`src/rtl/vx_tc_smem_responder.sv`:
```
// vx_tc_smem_responder
// Responder end of the tensor-core shared-memory bus. Accepts tagged reads,
// issues them to a fixed-latency SRAM read port, and returns in-order tagged
// responses through a response FIFO. A credit counter keeps requests in flight
// plus buffered responses within the FIFO depth, so read data is never dropped.
// Optional feature: define TC_SMEM_RSP_BYPASS_EN to present SRAM data
// combinationally when the FIFO is empty (one cycle lower latency).
module vx_tc_smem_responder #(
  parameter int ADDR_WIDTH      = 32,
  parameter int DATA_WIDTH      = 256,
  parameter int TAG_WIDTH       = 4,
  parameter int WORD_ADDR_WIDTH = 10,
  parameter int READ_LATENCY    = 2,
  parameter int RSP_QUEUE_DEPTH = 4
) (
  input  logic                       clk,
  input  logic                       reset,
  input  logic                       req_valid,
  output logic                       req_ready,
  input  logic [ADDR_WIDTH-1:0]      req_addr,
  input  logic [TAG_WIDTH-1:0]       req_tag,
  output logic                       sram_rd_en,
  output logic [WORD_ADDR_WIDTH-1:0] sram_rd_addr,
  input  logic [DATA_WIDTH-1:0]      sram_rd_data,
  output logic                       rsp_valid,
  input  logic                       rsp_ready,
  output logic [TAG_WIDTH-1:0]       rsp_tag,
  output logic [DATA_WIDTH-1:0]      rsp_data,
  output logic                       misalign_err
);

  localparam int OFF_W = $clog2(DATA_WIDTH / 8);
  localparam int CNT_W = $clog2(RSP_QUEUE_DEPTH + 1);
  localparam int PTR_W = (RSP_QUEUE_DEPTH > 1) ? $clog2(RSP_QUEUE_DEPTH) : 1;
  localparam logic [CNT_W-1:0] DEPTH_C  = CNT_W'(RSP_QUEUE_DEPTH);
  localparam logic [PTR_W-1:0] LAST_PTR = PTR_W'(RSP_QUEUE_DEPTH - 1);

  logic [CNT_W-1:0] outstanding;
  logic             req_fire;
  logic             rsp_fire;

  // Tag pipeline: stage index 0 is the cycle after the SRAM read enable
  logic [READ_LATENCY-1:0] vld_p;
  logic [TAG_WIDTH-1:0]    tag_p [READ_LATENCY];
  logic                    pipe_vld;
  logic [TAG_WIDTH-1:0]    pipe_tag;

  // Response FIFO
  logic [TAG_WIDTH-1:0]  fifo_tag  [RSP_QUEUE_DEPTH];
  logic [DATA_WIDTH-1:0] fifo_data [RSP_QUEUE_DEPTH];
  logic [PTR_W-1:0]      wr_ptr;
  logic [PTR_W-1:0]      rd_ptr;
  logic [CNT_W-1:0]      fifo_cnt;
  logic                  fifo_empty;
  logic                  fifo_full;
  logic                  fifo_push;
  logic                  fifo_pop;

  // Upper address bits beyond the SRAM word index are intentionally ignored
  logic unused_addr_bits;
  assign unused_addr_bits = ^req_addr[ADDR_WIDTH-1:OFF_W+WORD_ADDR_WIDTH];

  function automatic logic [PTR_W-1:0] ptr_inc(input logic [PTR_W-1:0] p);
    return (p == LAST_PTR) ? '0 : p + PTR_W'(1);
  endfunction

  // Credit check: issue only while a FIFO slot is reserved for the response
  assign req_ready    = !reset && (outstanding < DEPTH_C);
  assign req_fire     = req_valid && req_ready;
  assign sram_rd_en   = req_fire;
  assign sram_rd_addr = req_addr[OFF_W +: WORD_ADDR_WIDTH];

  assign pipe_vld   = vld_p[READ_LATENCY-1];
  assign pipe_tag   = tag_p[READ_LATENCY-1];
  assign fifo_empty = (fifo_cnt == '0);
  assign fifo_full  = (fifo_cnt == DEPTH_C);

  // Response presentation and FIFO push/pop selection
  always_comb begin
    rsp_valid = !fifo_empty;
    rsp_tag   = fifo_tag[rd_ptr];
    rsp_data  = fifo_data[rd_ptr];
    fifo_push = pipe_vld;
`ifdef TC_SMEM_RSP_BYPASS_EN
    if (fifo_empty && pipe_vld) begin
      rsp_valid = 1'b1;
      rsp_tag   = pipe_tag;
      rsp_data  = sram_rd_data;
      fifo_push = !rsp_ready;
    end
`endif
    rsp_fire = rsp_valid && rsp_ready;
    fifo_pop = rsp_fire && !fifo_empty;
  end

  // Tag pipeline valid bits (control, reset)
  always_ff @(posedge clk) begin
    if (reset) begin
      vld_p <= '0;
    end else begin
      vld_p[0] <= req_fire;
      for (int i = 1; i < READ_LATENCY; i++) vld_p[i] <= vld_p[i-1];
    end
  end

  // Tag pipeline payload (data, no reset)
  always_ff @(posedge clk) begin
    tag_p[0] <= req_tag;
    for (int i = 1; i < READ_LATENCY; i++) tag_p[i] <= tag_p[i-1];
  end

  // FIFO storage write (data, no reset)
  always_ff @(posedge clk) begin
    if (fifo_push) begin
      fifo_tag[wr_ptr]  <= pipe_tag;
      fifo_data[wr_ptr] <= sram_rd_data;
    end
  end

  // FIFO pointers and occupancy
  always_ff @(posedge clk) begin
    if (reset) begin
      wr_ptr   <= '0;
      rd_ptr   <= '0;
      fifo_cnt <= '0;
    end else begin
      if (fifo_push) wr_ptr <= ptr_inc(wr_ptr);
      if (fifo_pop)  rd_ptr <= ptr_inc(rd_ptr);
      case ({fifo_push, fifo_pop})
        2'b10:   fifo_cnt <= fifo_cnt + CNT_W'(1);
        2'b01:   fifo_cnt <= fifo_cnt - CNT_W'(1);
        default: fifo_cnt <= fifo_cnt;
      endcase
    end
  end

  // Credit counter: requests in the pipeline plus responses held in the FIFO
  always_ff @(posedge clk) begin
    if (reset) begin
      outstanding <= '0;
    end else begin
      case ({req_fire, rsp_fire})
        2'b10:   outstanding <= outstanding + CNT_W'(1);
        2'b01:   outstanding <= outstanding - CNT_W'(1);
        default: outstanding <= outstanding;
      endcase
    end
  end

  // Sticky misaligned-address flag; the request is still served truncated
  always_ff @(posedge clk) begin
    if (reset) begin
      misalign_err <= 1'b0;
    end else if (req_fire && (|req_addr[OFF_W-1:0])) begin
      misalign_err <= 1'b1;
    end
  end

  // The credit rule makes a push into a full FIFO impossible
  always_ff @(posedge clk) begin
    if (!reset) begin
      assert (!(fifo_push && fifo_full))
        else $error("vx_tc_smem_responder: response FIFO push while full");
    end
  end

endmodule
```
`config.mk`:
```
export PLATFORM = sky130hd
export DESIGN_NAME = vx_tc_smem_responder
export DESIGN_NICKNAME = d
export VERILOG_FILES = /design/src/rtl/vx_tc_smem_responder.sv
export SDC_FILE = /design/constraint.sdc
export NUM_CORES = 1
export LEC_CHECK = 0
export BUFFER_PORTS_ARGS = -buffer_cell sky130_fd_sc_hd__buf_2
export CORE_UTILIZATION = 50
export CTS_CLUSTER_DIAMETER = 50
export DETAILED_ROUTE_END_ITERATION = 6
export PLACE_DENSITY = 0.77
export SLEW_MARGIN = 40
export SYNTH_ARGS = -nofsm -noshare
export SYNTH_HDL_FRONTEND = slang
export SYNTH_SLANG_ARGS = --single-unit
```
`constraint.sdc`:
```
create_clock -name clk -period 8.5 [get_ports clk]
set_input_delay 0.85 -clock clk [delete_from_list [all_inputs] [get_ports clk]]
set_output_delay 0.85 -clock clk [all_outputs]
set_load 0.05 [all_outputs]
```
==> impl_summary.txt, run 1 <==
----------------------------------------------------
[Clock network]
  # clock sinks ... 1,063
  Post-cts gate resize count ... 0
  Clock transition at path regs ... 0.06 ns
  CTS buffer count ... 107
  Clock Root Buffer ... sky130_fd_sc_hd__clkbuf_16
  Clock tree from TritonCTS ... yes
  Number of levels in the clock H-tree ... 3
  Worst skew pair latency ... 0.67 ns
  Bufs on Longest Clock Path ... 3
  Post-CTS Hold Buffers ... 0
  Setup fix buffers added after clock tree synthesis ... 0

[Die]
  Die H ... 279 um
  Horizontal die dimension ... 279 um
  I/O pin cnt ... 570
  Initial standard-cell utilization of the core ... 0.506
  Die footprint ... 78,000 um^2
  Num rows ... 101
  Core footprint ... 76,100 um^2

[Placement]
  Placer Congestion ... 0.756
  Post-Place Cells ... 2,973
  I/O Buffers ... 532
  DP Wirelength ... 46.5 mm

[Timing]
  Final count of hold timing violations ... 0
  Slew HR ... 0.465
  RSZ-0062 raised after global routing ... false
  Clock Skews ... 0.0412 ns
  Highest Clock Rate ... 246 MHz
  Final setup violating endpoints ... 0
  Time the final worst path needs with I/O delays and setup ... 4.06 ns
  Sum of negative setup slack ... 0 ns
  Number of pins with negative max-slew slack in the final report ... 0
  Final critical-path share of the clock period ... 0.478
  Tightest Pin Transition ... 0.802 ns

[Synth]
  Register area share after synthesis ... 0.824
  Post-Synthesis Mean Instance Area ... 26.4 um^2
  Number of register bits inferred by synthesis ... 1,063
  Synth Cell Area ... 38,500 um^2
  Cells after synthesis ... 1,455
  Distinct cell type count of the synthesized netlist ... 23
  Post-Synthesis Net Count ... 1,760
  Syn. warnings ... 0

[Setup path]
  Category of the worst setup path capture point ... output port
  Worst EP required ... 7.65 ns
  R2R depth ... 5
  CP Data Arrival Time ... 3.21 ns
  Critical Path Start Type ... register
  Crit path kind ... reg2out
  Launch point of the worst reg-to-reg path ... wr_ptr[1]
  Critical path peak fanout ... 63

[GRT]
  Vias in the first global route ... 18,294
  GR Overflow Total ... 0
  Total routing resource utilization after global routing ... 0.194
  Global-route met2 utilization ... 0.328
  Maximum number of pins on one net before global-route repair ... 108
  Global-route track usage on met1 ... 0.237
  Met3 GRT Util ... 0.0641
  Initial antenna violation count ... 28
  First-pass GRT wire length ... 113 mm
  Most used routing layer ... met2

[Route]
  Post-DR wirelength/cell ... 23.8 um
  DRT iter0 DRCs ... 1,224
  Vias per std cell ... 5.45
  Detailed-router iteration count before antenna repair ... 5
  ANT nets after route ... 0
  Total detailed-routing wirelength ... 76.0 mm
  Total vias in the final route ... 17,389
  Post-detailed-route DRC marker count ... 0

[Power and ir drop]
  Max IR drop VDD ... 0.000225 V
  Leakage power figure ... 15.1 nW
  Power density over the cells ... 288 nW/um^2

[Min path]
  Worst hold path stage count ... 1
  Class of the tightest hold or removal check ... in2reg
  Hold Path Origin ... req_tag[0]

[Layout]
  P&R area growth vs syn ... 19.5%
  Share of cells above drive strength 1 ... 0.457
  Final Instance Count excl. Fillers ... 3,189
  Final net count ... 2,358

[Run status]
  Outcome ... finished clean

[Job]
  Number of violations of the max-capacitance limit ... 0

----------------------------------------------------
critical path, cell delays in order (launching register included):
cell and delay (ns):
sky130_fd_sc_hd__dfxtp_4 0.48, sky130_fd_sc_hd__buf_12 0.26, sky130_fd_sc_hd__buf_12 0.34, sky130_fd_sc_hd__buf_16 0.40, sky130_fd_sc_hd__mux4_2 0.62, sky130_fd_sc_hd__buf_2 0.24
worst paths after layout:
check,to,slack (ns)
setup / recovery,rsp_data[129],4.44
setup reg to reg,fifo_data[0][114],5.69
hold / removal,tag_p[0][0],0.28
hold reg to reg,tag_p[0][7],0.33
cell usage in the layout (no fill, tap or decap), types with 5 or more instances in the layout:
cell | synthesis | layout
sky130_fd_sc_hd__edfxtp_1 | 1040 | 1040
sky130_fd_sc_hd__clkbuf_1 | 9 | 21
sky130_fd_sc_hd__bufinv_16 | 0 | 9
sky130_fd_sc_hd__diode_2 | 0 | 15
sky130_fd_sc_hd__buf_16 | 0 | 5
sky130_fd_sc_hd__buf_6 | 23 | 6
sky130_fd_sc_hd__clkbuf_16 | 0 | 110
sky130_fd_sc_hd__clkinv_1 | 0 | 23
sky130_fd_sc_hd__mux4_2 | 260 | 260
sky130_fd_sc_hd__buf_2 | 27 | 532
sky130_fd_sc_hd__nor2_1 | 11 | 11
sky130_fd_sc_hd__dfxtp_1 | 23 | 21
sky130_fd_sc_hd__buf_12 | 0 | 13
sky130_fd_sc_hd__ha_1 | 7 | 7
sky130_fd_sc_hd__a21oi_1 | 6 | 6
sky130_fd_sc_hd__clkinv_2 | 0 | 19
sky130_fd_sc_hd__inv_1 | 14 | 14
metrics by stage:
stage | hold slack (ns) | worst slack (ns) | total power [mW] | util | instance area (um^2)
2_1_floorplan | 0.310 | 1.41 | 8.18 | - | 38500
3_3_place_gp | 0.312 | 4.71 | 8.67 | 0.554 | 42100
3_5_place_dp | 0.320 | 5.06 | 8.74 | 0.557 | 42400
4_1_cts | 0.235 | 4.31 | 13.3 | 0.603 | 45900
5_1_grt | 0.244 | 4.23 | 13.6 | 0.604 | 45900
6_report | 0.282 | 4.44 | 13.2 | 0.604 | 46000
cell usage after synthesis:
library cell	instances	area share
sky130_fd_sc_hd__edfxtp_1	1040	0.81
sky130_fd_sc_hd__buf_6	23	0.0067
sky130_fd_sc_hd__inv_1	14	0.0014
sky130_fd_sc_hd__buf_2	27	0.0035
sky130_fd_sc_hd__or3_1	4	0.00065
sky130_fd_sc_hd__o21ai_0	2	0.00026
sky130_fd_sc_hd__nor3b_1	1	0.00020
sky130_fd_sc_hd__a21oi_1	6	0.00078
sky130_fd_sc_hd__ha_1	7	0.0023
sky130_fd_sc_hd__nor2b_1	1	0.00016
sky130_fd_sc_hd__o22ai_1	1	0.00016
sky130_fd_sc_hd__clkbuf_1	9	0.00088
sky130_fd_sc_hd__nor2_1	11	0.0011
sky130_fd_sc_hd__mux2i_1	2	0.00052
sky130_fd_sc_hd__nand2_1	2	0.00020
sky130_fd_sc_hd__mux4_2	260	0.15
sky130_fd_sc_hd__o31ai_1	1	0.00020
sky130_fd_sc_hd__buf_4	10	0.0020
sky130_fd_sc_hd__and2_1	4	0.00065
sky130_fd_sc_hd__xor2_1	4	0.00091
sky130_fd_sc_hd__or4_1	1	0.00020
sky130_fd_sc_hd__dfxtp_1	23	0.012
sky130_fd_sc_hd__fa_1	2	0.0010
power by group:
group          internal (mW)  total (mW)  switching, mW
logic                  0.874        2.73           1.85
registers               5.84        5.88         0.0401
clock network           2.67        4.61           1.94
total                   9.38        13.2           3.83
area by class of cell:
| class | instances | area, um^2 |
|---|---|---|
| Sequential cell | 1063 | 31700 |
| Fill cell | 5223 | 30100 |
| Multi-Input combinational cell | 309 | 6220 |
| Timing Repair Buffer | 558 | 3140 |
| Clock buffer | 131 | 2830 |
| Tap cell | 1030 | 1290 |
| Clock inverter | 69 | 696 |
| Inverter | 14 | 52.6 |
| Antenna cell | 15 | 37.5 |
per-layer routing:
layer / vias to the layer above / wire, um
li1: 7496 / -
met1: 9068 / 28200
met2: 637 / 39300
met3: 156 / 6430
met4: 32 / 1930
met5: - / 223
kinds of logic (layout without fill, tap and decap cells):
logic type / Yosys count / after routing / synth area share
AO/OA/AOI/OAI: 10 / 10 / 0.00140
XOR/XNOR: 4 / 4 / 0.000911
adder cells (fa/ha/maj): 9 / 9 / 0.00332
buffers and inverters: 83 / 772 / 0.0144
flip-flops: 1063 / 1063 / 0.824
multiplexers: 262 / 262 / 0.153
other: 0 / 15 / 0
AND/OR/NAND/NOR: 24 / 24 / 0.00312
state kept, by name, indices dropped and copies added (netlist names), named ones only:
signal,flops
rd_ptr,2
wr_ptr,2
vld_p,2
fifo_data,1024
fifo_tag,16
fifo_cnt,3
misalign_err,1
outstanding,3
tag_p,8
No activity file was read; power rests on OpenSTA's default activity.
==> run 2: changes to the inputs <==
clock period = 4.05 ns   (was 8.5 ns; I/O delays follow)
==> impl_summary.txt, run 2 (synthesized netlist as in run 1, its figures left out) <==
----------------------------------------------------
[Setup path]
  Critical Path Start Type ... register (unchanged)
  CP Data Arrival Time ... 2.72 ns (was 3.21 ns)
  Delay-heaviest family, CP ... flip-flops (was buffers and inverters)
  Crit-path slowest cell ... sky130_fd_sc_hd__dfxtp_4 (was sky130_fd_sc_hd__mux4_2)
  R2R depth ... 8 (was 5)
  Total buffers and inverters traversed by the critical path ... 2 (was 4)
  Launch point of the worst reg-to-reg path ... fifo_cnt[0] (was wr_ptr[1])
  Category of the worst setup path capture point ... output port (unchanged)
  Worst EP required ... 3.64 ns (was 7.65 ns)
  Critical path peak fanout ... 43 (was 63)
  Setup slack of the worst register-to-register path ... 1.81 ns (was 5.69 ns)
  Crit path kind ... reg2out (unchanged)
  Worst reg2reg path endpoint ... outstanding[2] (was fifo_data[0][114])
  CP Cell Sequence ... buf_4 -> mux4_2 -> buf_2 (was buf_12 -> buf_12 -> buf_16 -> mux4_2 -> buf_2)
  Biggest cell delay along the critical path ... 0.89 ns (was 0.62 ns)

[GRT]
  Most used routing layer ... met2 (unchanged)
  Global-route track usage on met1 ... 0.258 (was 0.237)
  Global-route met2 utilization ... 0.382 (was 0.328)
  Initial antenna violation count ... 6 (was 28)
  GR Overflow Total ... 0 (unchanged)
  Total routing resource utilization after global routing ... 0.218 (was 0.194)
  Maximum number of pins on one net before global-route repair ... 72 (was 108)
  Vias in the first global route ... 20,598 (was 18,294)
  First-pass GRT wire length ... 126 mm (was 113 mm)
  Met3 GRT Util ... 0.0568 (was 0.0641)

[Layout]
  Registers with the most flip-flops ... fifo_data x1024, fifo_tag x16, tag_p x8 (unchanged)
  P&R area growth vs syn ... 27.1% (was 19.5%)
  Commonest non-fill, non-tap cell in the layout ... sky130_fd_sc_hd__edfxtp_1 (unchanged)
  Final net count ... 2,653 (was 2,358)
  Area of the multi-input gates ... 6220 um^2 (unchanged)
  Max FFs per register ... 1,024 (unchanged)
  Share of cells above drive strength 1 ... 0.418 (was 0.457)
  Register with the most flip-flops ... fifo_data (unchanged)
  Filler instances ... 4,793 (was 5,223)
  Footprint of the flip-flops and latches ... 31,700 um^2 (unchanged)
  Most frequent cells in the layout ... sky130_fd_sc_hd__edfxtp_1, sky130_fd_sc_hd__buf_2, sky130_fd_sc_hd__dlygate4sd3_1 (was sky130_fd_sc_hd__edfxtp_1, sky130_fd_sc_hd__buf_2, sky130_fd_sc_hd__mux4_2)

[Run status]
  Outcome ... finished clean (unchanged)

[Clock network]
  Clock transition at path regs ... 0.06 ns (about the same)
  Number of levels in the clock H-tree ... 3 (unchanged)
  Post-CTS Hold Buffers ... 262 (was 0)
  Worst skew pair latency ... 0.67 ns (about the same)
  CTS buffer count ... 105 (was 107)
  Bufs on Longest Clock Path ... 3 (unchanged)
  Clock Root Buffer ... sky130_fd_sc_hd__clkbuf_16 (unchanged)
  Clock tree from TritonCTS ... yes (unchanged)
  Setup fix buffers added after clock tree synthesis ... 0 (unchanged)
  # clock sinks ... 1,063 (unchanged)
  Post-cts gate resize count ... 0 (unchanged)

[Die]
  Horizontal die dimension ... 279 um (unchanged)
  Initial standard-cell utilization of the core ... 0.506 (unchanged)
  Core footprint ... 76,100 um^2 (unchanged)
  Num rows ... 101 (unchanged)
  I/O pin cnt ... 570 (unchanged)
  Die footprint ... 78,000 um^2 (unchanged)
  Die H ... 279 um (unchanged)

[Route]
  DRT iter0 DRCs ... 1,381 (was 1,224)
  Post-DR wirelength/cell ... 24.5 um (was 23.8 um)
  ANT nets after route ... 0 (unchanged)
  Total vias in the final route ... 18,951 (was 17,389)
  Vias per std cell ... 5.46 (was 5.45)
  Detailed-router iteration count before antenna repair ... 5 (unchanged)
  Post-detailed-route DRC marker count ... 0 (unchanged)
  Total detailed-routing wirelength ... 85.1 mm (was 76.0 mm)

[Timing]
  Sum of negative setup slack ... 0 ns (unchanged)
  Final count of hold timing violations ... 0 (unchanged)
  Final critical-path share of the clock period ... 0.771
  Number of pins with negative max-slew slack in the final report ... 0 (unchanged)
  RSZ-0062 raised after global routing ... false (unchanged)
  Highest Clock Rate ... 320 MHz
  Clock Skews ... 0.0446 ns (was 0.0412 ns)
  Tightest Pin Transition ... 0.829 ns (was 0.802 ns)
  Final setup violating endpoints ... 0 (unchanged)
  Time the final worst path needs with I/O delays and setup ... 3.12 ns
  Slew HR ... 0.447 (was 0.465)
  Post-route setup slack ... 0.926 ns (was 4.44 ns)

[Placement]
  DP Wirelength ... 49.1 mm (was 46.5 mm)
  Post-place setup slack ... 1.54 ns (was 5.06 ns)
  Placer Congestion ... 0.791 (was 0.756)
  I/O Buffers ... 532 (unchanged)

[Min path]
  Min-Delay Endpoint ... outstanding[1] (was tag_p[0][0])
  Hold Path Origin ... reset (was req_tag[0])
  Worst hold path stage count ... 2 (was 1)
  Class of the tightest hold or removal check ... in2reg (unchanged)

[Job]
  Number of violations of the max-capacitance limit ... 0 (unchanged)

[Power and ir drop]
  Leakage power figure ... 16.4 nW (was 15.1 nW)
  Power density over the cells ... 578 nW/um^2 (was 288 nW/um^2)
  Max IR drop VDD ... 0.000477 V (was 0.000225 V)

----------------------------------------------------
==> run 2: cell types whose count changed in the layout (fill, tap and decap cells not counted), sizes merged, moves of 2 or more <==
cell | before | now
dlygate4sd3 | 0 | 262
buf | 558 | 593
clkbuf | 131 | 121
diode | 15 | 5
clkinvlp | 3 | 7
bufinv | 9 | 11
clkinv | 50 | 48
==> run 2: worst register-to-register path: stages (launching register included) <==
cell and delay, ns:
sky130_fd_sc_hd__dfxtp_1 0.35, sky130_fd_sc_hd__o31ai_1 0.60, sky130_fd_sc_hd__inv_1 0.15, sky130_fd_sc_hd__ha_1 0.27, sky130_fd_sc_hd__inv_1 0.09, sky130_fd_sc_hd__fa_1 0.17, sky130_fd_sc_hd__xor2_1 0.07, sky130_fd_sc_hd__or3_1 0.30
sky130_fd_sc_hd__a21oi_1 0.17
==> run 2: cell type report <==
class	count	share of cell area
Sequential cell	1063	0.649
Multi-Input combinational cell	309	0.127
Timing Repair Buffer	855	0.123
Clock buffer	121	0.0567
Tap cell	1030	0.0264
Clock inverter	72	0.0162
Inverter	14	0.00108
Antenna cell	5	0.000256
==> run 2: metrics by stage <==
stage	power [mW]	utilization	std cells	instance area (um^2)	hold WS (ns)
final	28.2	0.642	3469	48900	0.0760
after global routing	29.1	0.642	3468	48900	0.0574
after CTS	28.4	0.642	3464	48900	0.0219
after global placement	18.4	0.561	3008	42600	0.312
after detailed placement	18.4	0.561	3009	42700	0.315
after floorplan	17.1	-	1455	38500	0.310
==> run 2: routing by layer <==
metal / routed length, um / share of wire / vias up
li1: - / - / 8069
met1: 30000 / 0.35 / 9902
met2: 45500 / 0.54 / 803
met3: 6620 / 0.078 / 175
met4: 2870 / 0.034 / 2
met5: 17 / 0.00020 / -
==> run 2: how the worst max path moves through the flow <==
| stage | start | to | depth (start not counted) |
|---|---|---|---|
| final | register | rsp_data[219] | 3 |
| after CTS | register | rsp_data[163] | 4 |
| after detailed placement | register | rsp_data[202] | 4 |
| after global placement | register | rsp_data[157] | 4 |
| after floorplan | wr_ptr[0] | fifo_data[3][0] | 2 |
| after global routing | register | rsp_data[156] | 4 |
==> run 2: where the power goes <==
part	leakage, nW	total, mW	switching, mW	internal [mW]
clock network	1.72	9.83	4.17	5.66
logic	5.11	6.03	3.97	2.06
registers	9.59	12.4	0.122	12.3
total	16.4	28.2	8.26	20.0
